==> src/rtl/feature_pkg.sv <==
// Shared types and helpers for the feature frame packer.
// Segment length extraction and lane width extension.
package feature_pkg;

    typedef enum logic {
        RUN   = 1'b0,
        FLUSH = 1'b1
    } state_t;

    localparam int MAX_CH    = 8;
    localparam int MAX_LEN_W = 32;
    localparam int MAX_W     = 64;
    localparam int LENS_W    = MAX_CH * MAX_LEN_W;

    // Length of segment i from a packed vector of len_w-bit fields.
    function automatic logic [MAX_LEN_W-1:0] seg_len(
        input logic [LENS_W-1:0] lens,
        input int                len_w,
        input int                i
    );
        logic [MAX_LEN_W-1:0] raw;
        logic [MAX_LEN_W-1:0] mask;
        raw = MAX_LEN_W'(lens >> (i * len_w));
        if (len_w >= MAX_LEN_W) begin
            mask = '1;
        end else begin
            mask = (MAX_LEN_W'(1) << len_w) - MAX_LEN_W'(1);
        end
        return raw & mask;
    endfunction

    // Widen an in_w-bit value, replicating its top bit when sgn is set.
    function automatic logic [MAX_W-1:0] extend(
        input logic [MAX_W-1:0] data,
        input int               in_w,
        input logic             sgn
    );
        logic [MAX_W-1:0] mask;
        logic             msb;
        if (in_w >= MAX_W) begin
            mask = '1;
        end else begin
            mask = (MAX_W'(1) << in_w) - MAX_W'(1);
        end
        msb = |(data & (MAX_W'(1) << (in_w - 1)));
        if (sgn && msb) begin
            return data | ~mask;
        end
        return data & mask;
    endfunction

endpackage

==> src/rtl/feature_ch_mux.sv <==
// Selects the lane of the current channel and widens it to OUT_W.
module feature_ch_mux
    import feature_pkg::*;
#(
    parameter int                NUM_CH      = 2,
    parameter int                IN_W        = 16,
    parameter int                OUT_W       = 16,
    parameter int                SEL_W       = 1,
    parameter logic [NUM_CH-1:0] SIGNED_MASK = '0
) (
    input  logic [NUM_CH*IN_W-1:0] in_data,
    input  logic [SEL_W-1:0]       sel,
    output logic [OUT_W-1:0]       lane
);

    always_comb begin
        lane = '0;
        for (int i = 0; i < NUM_CH; i++) begin
            if (sel == SEL_W'(i)) begin
                lane = OUT_W'(extend(MAX_W'(in_data[i*IN_W +: IN_W]),
                                     IN_W, SIGNED_MASK[i]));
            end
        end
    end

endmodule

==> src/rtl/feature_frame_packer.sv <==
// Drains NUM_CH feature streams in channel order into one serial frame
// with first/last markers and a completed-frame counter.
module feature_frame_packer
    import feature_pkg::*;
#(
    parameter int                      NUM_CH      = 2,
    parameter int                      IN_W        = 16,
    parameter int                      OUT_W       = 16,
    parameter int                      LEN_W       = 10,
    parameter logic [NUM_CH*LEN_W-1:0] SEG_LEN     = {10'd64, 10'd256},
    parameter logic [NUM_CH-1:0]       SIGNED_MASK = '0
) (
    input  logic                   clk,
    input  logic                   rst_n,
    input  logic                   init,
    input  logic [NUM_CH*IN_W-1:0] in_data,
    input  logic [NUM_CH-1:0]      in_valid,
    output logic [NUM_CH-1:0]      in_rdy,
    output logic [OUT_W-1:0]       out_data,
    output logic                   out_valid,
    input  logic                   out_rdy,
    output logic                   out_first,
    output logic                   out_last,
    output logic [15:0]            frame_cnt,
    output logic                   busy
);

    localparam int SEL_W = (NUM_CH > 1) ? $clog2(NUM_CH) : 1;
    localparam logic [LENS_W-1:0] LENS = LENS_W'(SEG_LEN);

    if (NUM_CH < 1 || NUM_CH > MAX_CH) begin : g_ch_err
        $error("NUM_CH must be in 1..8");
    end
    if (OUT_W < IN_W) begin : g_w_err
        $error("OUT_W must be at least IN_W");
    end
    if (OUT_W > MAX_W || LEN_W > MAX_LEN_W) begin : g_max_err
        $error("OUT_W or LEN_W exceeds supported width");
    end
    for (genvar g = 0; g < NUM_CH; g++) begin : g_len_chk
        if (SEG_LEN[g*LEN_W +: LEN_W] == '0) begin : g_len_err
            $error("segment length must be at least 1");
        end
    end

    state_t           state;
    logic [SEL_W-1:0] sel;
    logic [LEN_W-1:0] idx;
    logic [LEN_W-1:0] cur_len;
    logic [OUT_W-1:0] lane;
    logic             armed;
    logic             can_take;
    logic             fetch;
    logic             seg_end;
    logic             last_ch;

    feature_ch_mux #(
        .NUM_CH      (NUM_CH),
        .IN_W        (IN_W),
        .OUT_W       (OUT_W),
        .SEL_W       (SEL_W),
        .SIGNED_MASK (SIGNED_MASK)
    ) u_mux (
        .in_data (in_data),
        .sel     (sel),
        .lane    (lane)
    );

    always_comb begin
        cur_len = '0;
        for (int i = 0; i < NUM_CH; i++) begin
            if (sel == SEL_W'(i)) begin
                cur_len = LEN_W'(seg_len(LENS, LEN_W, i));
            end
        end
    end

    assign seg_end = (idx == cur_len - LEN_W'(1));
    assign last_ch = (sel == SEL_W'(NUM_CH - 1));

    // armed keeps every ready low until the first clock after reset release.
    assign can_take = armed && !init && (state == RUN)
                   && (!out_valid || out_rdy);
    assign in_rdy   = can_take ? (NUM_CH'(1) << sel) : '0;
    assign fetch    = |(in_rdy & in_valid);
    assign busy     = (sel != '0) || (idx != '0) || (state == FLUSH);

    always_ff @(posedge clk or negedge rst_n) begin
        if (!rst_n) begin
            state     <= RUN;
            sel       <= '0;
            idx       <= '0;
            armed     <= 1'b0;
            out_data  <= '0;
            out_valid <= 1'b0;
            out_first <= 1'b0;
            out_last  <= 1'b0;
            frame_cnt <= '0;
        end else begin
            armed <= 1'b1;
            if (init) begin
                state     <= RUN;
                sel       <= '0;
                idx       <= '0;
                out_valid <= 1'b0;
                out_first <= 1'b0;
                out_last  <= 1'b0;
            end else begin
                if (fetch) begin
                    out_data  <= lane;
                    out_valid <= 1'b1;
                    out_first <= (sel == '0) && (idx == '0);
                    out_last  <= last_ch && seg_end;
                    if (seg_end) begin
                        idx <= '0;
                        if (last_ch) begin
                            sel   <= '0;
                            state <= FLUSH;
                        end else begin
                            sel <= sel + SEL_W'(1);
                        end
                    end else begin
                        idx <= idx + LEN_W'(1);
                    end
                end else if (out_rdy) begin
                    out_valid <= 1'b0;
                end
                // The frame only counts once its final element has left.
                if (state == FLUSH && (!out_valid || out_rdy)) begin
                    frame_cnt <= frame_cnt + 16'd1;
                    state     <= RUN;
                end
            end
        end
    end

endmodule

==> config.mk <==
export PLATFORM = sky130hd
export DESIGN_NAME = feature_frame_packer
export DESIGN_NICKNAME = d
export VERILOG_FILES = /design/src/rtl/feature_pkg.sv /design/src/rtl/feature_ch_mux.sv /design/src/rtl/feature_frame_packer.sv
export SDC_FILE = /design/constraint.sdc
export NUM_CORES = 1
export LEC_CHECK = 0
export ABC_AREA = 1
export CAP_MARGIN = 40
export CORE_MARGIN = 1.5
export CORE_UTILIZATION = 45
export CTS_CLUSTER_DIAMETER = 100
export DETAILED_ROUTE_END_ITERATION = 10
export PLACE_DENSITY = 0.76
export SLEW_MARGIN = 20
export SYNTH_ARGS = -nofsm -noshare
export SYNTH_HDL_FRONTEND = slang
export SYNTH_SLANG_ARGS = --single-unit
==> constraint.sdc <==
create_clock -name clk -period 1.7 [get_ports clk]
set_input_delay 0.255 -clock clk [delete_from_list [all_inputs] [get_ports clk]]
set_output_delay 0.255 -clock clk [all_outputs]
set_load 0.01 [all_outputs]
Word level (Yosys, flattened, before mapping)
Cells that the tools add are included.
- reductions and logical operators: 24
- bitwise operators: 6
- equal/unequal tests: 1
- shift operators: 1
- add/sub/neg operators: 4
- $mul: 0
- muxes and demuxes: 24
- div/mod/pow operators: 0
- $lt $le $gt $ge: 0
- operator list (kind ; count):
    2-to-1 mux 16 bit ; 3
    bitwise AND 16 bit ; 2
    2-to-1 mux 10 bit ; 3
    adder 16 x 1 -> 16 bit, second input constant ; 1
    2-to-1 mux 1 bit ; 16
    nonzero test 3 bit ; 4
    adder 10 x 1 -> 10 bit, second input constant ; 1
    equality test 10 bit ; 1
    logical NOT 10 bit ; 1
    nonzero test 10 bit ; 1
    subtractor 9 x 1 -> 10 bit, second input constant ; 1
    2-to-1 mux 9 bit ; 1
    logical AND 1 bit ; 6
    AND reduction 2 bit ; 3
    nonzero test 2 bit ; 2
    logical OR 1 bit ; 3
    inverter 1 bit ; 3
    AND reduction 3 bit ; 1
    bitwise AND 2 bit ; 1
    logical NOT 1 bit ; 2
    2-to-1 mux 2 bit ; 1
    OR reduction 2 bit ; 1
    left shift 1 x 1 -> 2 bit, first input constant ; 1
    adder 1 bit, second input constant ; 1
- latch bits: 0
- logic and storage cells: 69
- memory bits (read-only): 0
- output and inout bits: 38
- bits in writable memories: 0
- memories: 0
- bits in registers: 48

Depth between registers and ports, before layout
- depth in word-level cells: 10
- mapped depth: 10
- gate-level depth less buffers: 9

Hierarchy
Synthesis repeated with hierarchy kept, for this count alone.
- cells, all modules: 378
- area, all modules: 2720.1 µm²
- by module, submodules not included (module ; sequential area each (µm²) ; cells each ; area each (µm²) ; times used):
    feature_frame_packer ; 1201.2 ; 326 ; 2476.1 ; 1
    feature_ch_mux ; 0.0 ; 52 ; 244.0 ; 1

Worst setup path before layout
OpenSTA, ideal clock, no wires.
- path kind: flip-flop to flip-flop
- from: register sel (netlist: last_ch)
- to: register out_data[14]
- data arrival time: 1217 ps
- path buffers: 2
- setup slack: 364 ps
- cell stages (with the launch flop): 8
- data required time: 1581 ps
- cell sequence: dfrtp_1 -> buf_6 -> nor2_1 -> nand4_2 -> nand2_4 -> buf_6 -> o21ai_0 -> o21a_1
- longest elaborated chain between the ends: 5
- elaborated cells on any way between the ends: 6
- those cells by class: shift: 1; mux: 2; bitwise: 1; reduce/logical: 2
- RTL lines (element ; line ; text):
    start: declaration ; feature_frame_packer.sv:47 ; logic [SEL_W-1:0] sel;
    start signal: assignment ; feature_frame_packer.sv:120 ; sel <= sel + SEL_W'(1);
    left shift 1 x 1 -> 2 bit ; feature_frame_packer.sv:84 ; assign in_rdy = can_take ? (NUM_CH'(1) << sel) : '0;
    2-to-1 mux 2 bit ; feature_frame_packer.sv:84 ;
    bitwise AND 2 bit ; feature_frame_packer.sv:85 ; assign fetch = |(in_rdy & in_valid);
    OR reduction 2 bit ; feature_frame_packer.sv:85 ;
    AND reduction 2 bit (no source line) ; n/a ;
    end signal: assignment ; feature_frame_packer.sv:110 ; out_data <= lane;
    end: declaration ; feature_frame_packer.sv:19 ; output logic [OUT_W-1:0] out_data,
Several ways; a longest one is shown, not always the timed one.
A chain may end at the register's enable or synchronous reset.

Worst setup path after layout
- from: register sel (netlist: last_ch)
- to: output port in_rdy[1]
- longest elaborated chain between the ends: 2
- RTL lines (element ; line ; text):
    left shift 1 x 1 -> 2 bit ; feature_frame_packer.sv:84 ;
    2-to-1 mux 2 bit ; feature_frame_packer.sv:84 ;
    end: declaration ; feature_frame_packer.sv:18 ; output logic [NUM_CH-1:0] in_rdy,
No other way between the ends.

==> qor.csv <==
metric,value,unit
crit_chain,buf_4 > inv_4 > nor2_2 > inv_1 > nor2_1 > dlygate4sd2_1,
cts_tree,built,
synthCells,353,
drtAntennaViolNets,0,
fin_crit,1.62,ns
ys_types,31,
top_layer,met4,
hold_violations,0,
wl_met3,275,µm
grt_max_degree,31,
fin_crit_sh,95.4,%
core_area,0.00589,mm²
grt_usage,22.7,%
cts_root_buf,clkbuf_8,
synth_top_area_share,44.2,%
path_clk_slew,0.09,ns
worstPathMaxFanout,4,
wire_per_inst,12.7,µm
place_congestion,0.864,
fin_util,66.3,%
min_path_type,input port to asynchronous set/reset pin,
reg2reg_depth,9,
wirelength_met1,2.97,mm
startpoint_type,flip-flop,
slowest_delay,0.35,ns
dr_total_vias,2668,
fin_cells,539,
vdd_drop_max,0.000442,V
fp.dieW,80.7,µm
max_freq,0.617,GHz
grt_pass1_wl,11.3,mm
cp.required,1.44,ns
critPathLaunch,last_ch,
antenna_found_initial,0,
top_regs,"frame_cnt x16, out_data x16, idx x10",
die-area,0.00651,mm²
drcViolationCount,0,
areaGrowthSynthToFinish,43.8,%
io_buffers,75,
clkLatencyLatePin,0.30,ns
dp_hpwl,5.13,mm
syn_area_per_cell,7.69,µm²
drtIter0Drc,162,
r2r_slack,0.10,ns
arrival,1.37,ns
cp-end-kind,output pin,
drv_slew,0,
yosys_most_used_dff,dfrtp_1,
clockBufferDepth,2,
rows,28,
syn-num-nets,394,
rr_endpoint,last_ch,
async_flop_share,100,%
synth_enable_flop_cells,0,
rr_startpoint,idx[1],
ios,76,
drive_above_1_share,15.3,%
start_util,46.1,%
endpoint,in_rdy[1],
grt_pass1_vias,2564,
seq_area_frac_synth,44.2,%
post_drt_via_cell_ratio,4.95,
numCtsBuffers,5,
synthesis.area,0.00272,mm²
dp_cells,526,
setup_viol,0,
cap_viol_max_count,0,
htree_levels,2,
status,"finished, final reports clean",
fin_skew,0.00917,ns
layout.nets,504,
synthTopCellsByArea,"dfrtp_1 (44%), nand2_1 (13%), nor2_1 (8.2%), inv_1 (5.0%), o21a_1 (4.4%)",
ys_warn_count,0,
worstSetupPathType,flip-flop to output pin,
critPathTopFamily,buffers and inverters,
drt-total-wl,6.85,mm
synth_top_area_cell,dfrtp_1,
cp_slowest_cell,dfrtp_1,
cts.sinks,48,
crit_cells,6,
crit_buf_inv,4,
antenna_cells,0,
synth-seq-cells,48,
dieHeight,80.7,µm
p_per_area,669,mW/mm²
met2_length,3.52,mm
leakage,1.87,nW
grt_overflow,0,
dr.pass1.iters,4,
[worst min-delay path by stage]
| stage | slack, ns | to | startpoint |
|---|---|---|---|
| floorplan | -0.04 | armed | rst_n |
| global placement | 0.23 | out_data[13] | rst_n |
| detailed placement | 0.24 | out_data[10] | rst_n |
| CTS | 0.45 | out_data[10] | rst_n |
| global route | 0.49 | state | rst_n |
| finish | 0.43 | state | rst_n |
[cell type report]
class | instances | area, µm²
clock inverter | 2 | 35.0
multi-input combinational | 257 | 1300
clock buffer | 6 | 72.6
tap | 75 | 93.8
fill | 511 | 1980
timing repair buffer | 112 | 1050
inverter | 39 | 149
sequential | 48 | 1200
[layer usage]
| layer | up-vias | track usage, % |
|---|---|---|
| li1 | 1343 | - |
| met1 | 1263 | 27.8 |
| met2 | 56 | 39.7 |
| met3 | 6 | 5.00 |
| met4 | 0 | 6.72 |
| met5 | - | 0 |
[cells by family (layout without fill, tap and decap cells)]
group | count (synthesis) | in the layout | synth area share [%]
other | 1 | 1 | 0.138
XOR/XNOR | 10 | 10 | 3.23
flip-flops | 48 | 48 | 44.2
AND/OR/NAND/NOR | 200 | 200 | 32.3
buffers and inverters | 48 | 159 | 8.53
adder cells (fa/ha/maj) | 3 | 3 | 1.38
AO/OA/AOI/OAI | 43 | 43 | 10.2
[repair_timing]
action | in CTS | in global routing
setup buffers | 2 | 2
endpoints found under the setup margin | 3 | 5
hold buffers | 1 | 0
hold endpoints to repair | 18 | 0
gates resized for setup | 5 | 9
pin swaps | 0 | 1
cloned | 0 | 0
[report_power, final]
| part | total, W | switching, W | leakage [nW] | internal, W |
|---|---|---|---|---|
| Clock | 0.000819 | 0.000382 | 0.0552 | 0.000437 |
| Sequential | 0.00127 | 0.0000458 | 0.603 | 0.00123 |
| Combinational | 0.000519 | 0.000200 | 1.22 | 0.000320 |
[layout by cell type (no fill, tap or decap), drive strengths merged, types with 4 or more instances in the layout]
cell | Yosys | routed
clkdlybuf4s50 | 0 | 71
nand2 | 98 | 98
nor2 | 64 | 64
nand4 | 14 | 14
xor2 | 8 | 8
inv | 39 | 39
nand3 | 16 | 16
o21ai | 23 | 23
buf | 7 | 37
clkbuf | 2 | 8
nand3b | 4 | 4
o21a | 16 | 16
dfrtp | 48 | 48
[through the flow]
step                      power, W  cell area, µm²  TNS [ns]  hold WS (ns)  setup WS, ns
after floorplan            0.00147            2720         0       -0.0406         0.364
after global placement     0.00180            3750     -1.20         0.225        -0.208
after detailed placement   0.00181            3750     -2.13         0.237        -0.199
after CTS                  0.00263            3880   -0.0592         0.446       -0.0592
after global routing       0.00271            3900   -0.0341         0.492       -0.0231
final                      0.00261            3900         0         0.431        0.0790
[synth_stat cells (all sizes together), types with 4 or more instances]
cell and instances:
nand4 14, o21ai 23, nand2 98, o21a 16, inv 39, dfrtp 48
nand3b 4, nor2 64, xor2 8, nand3 16, buf 7
Power figures use the tool's default switching activity.
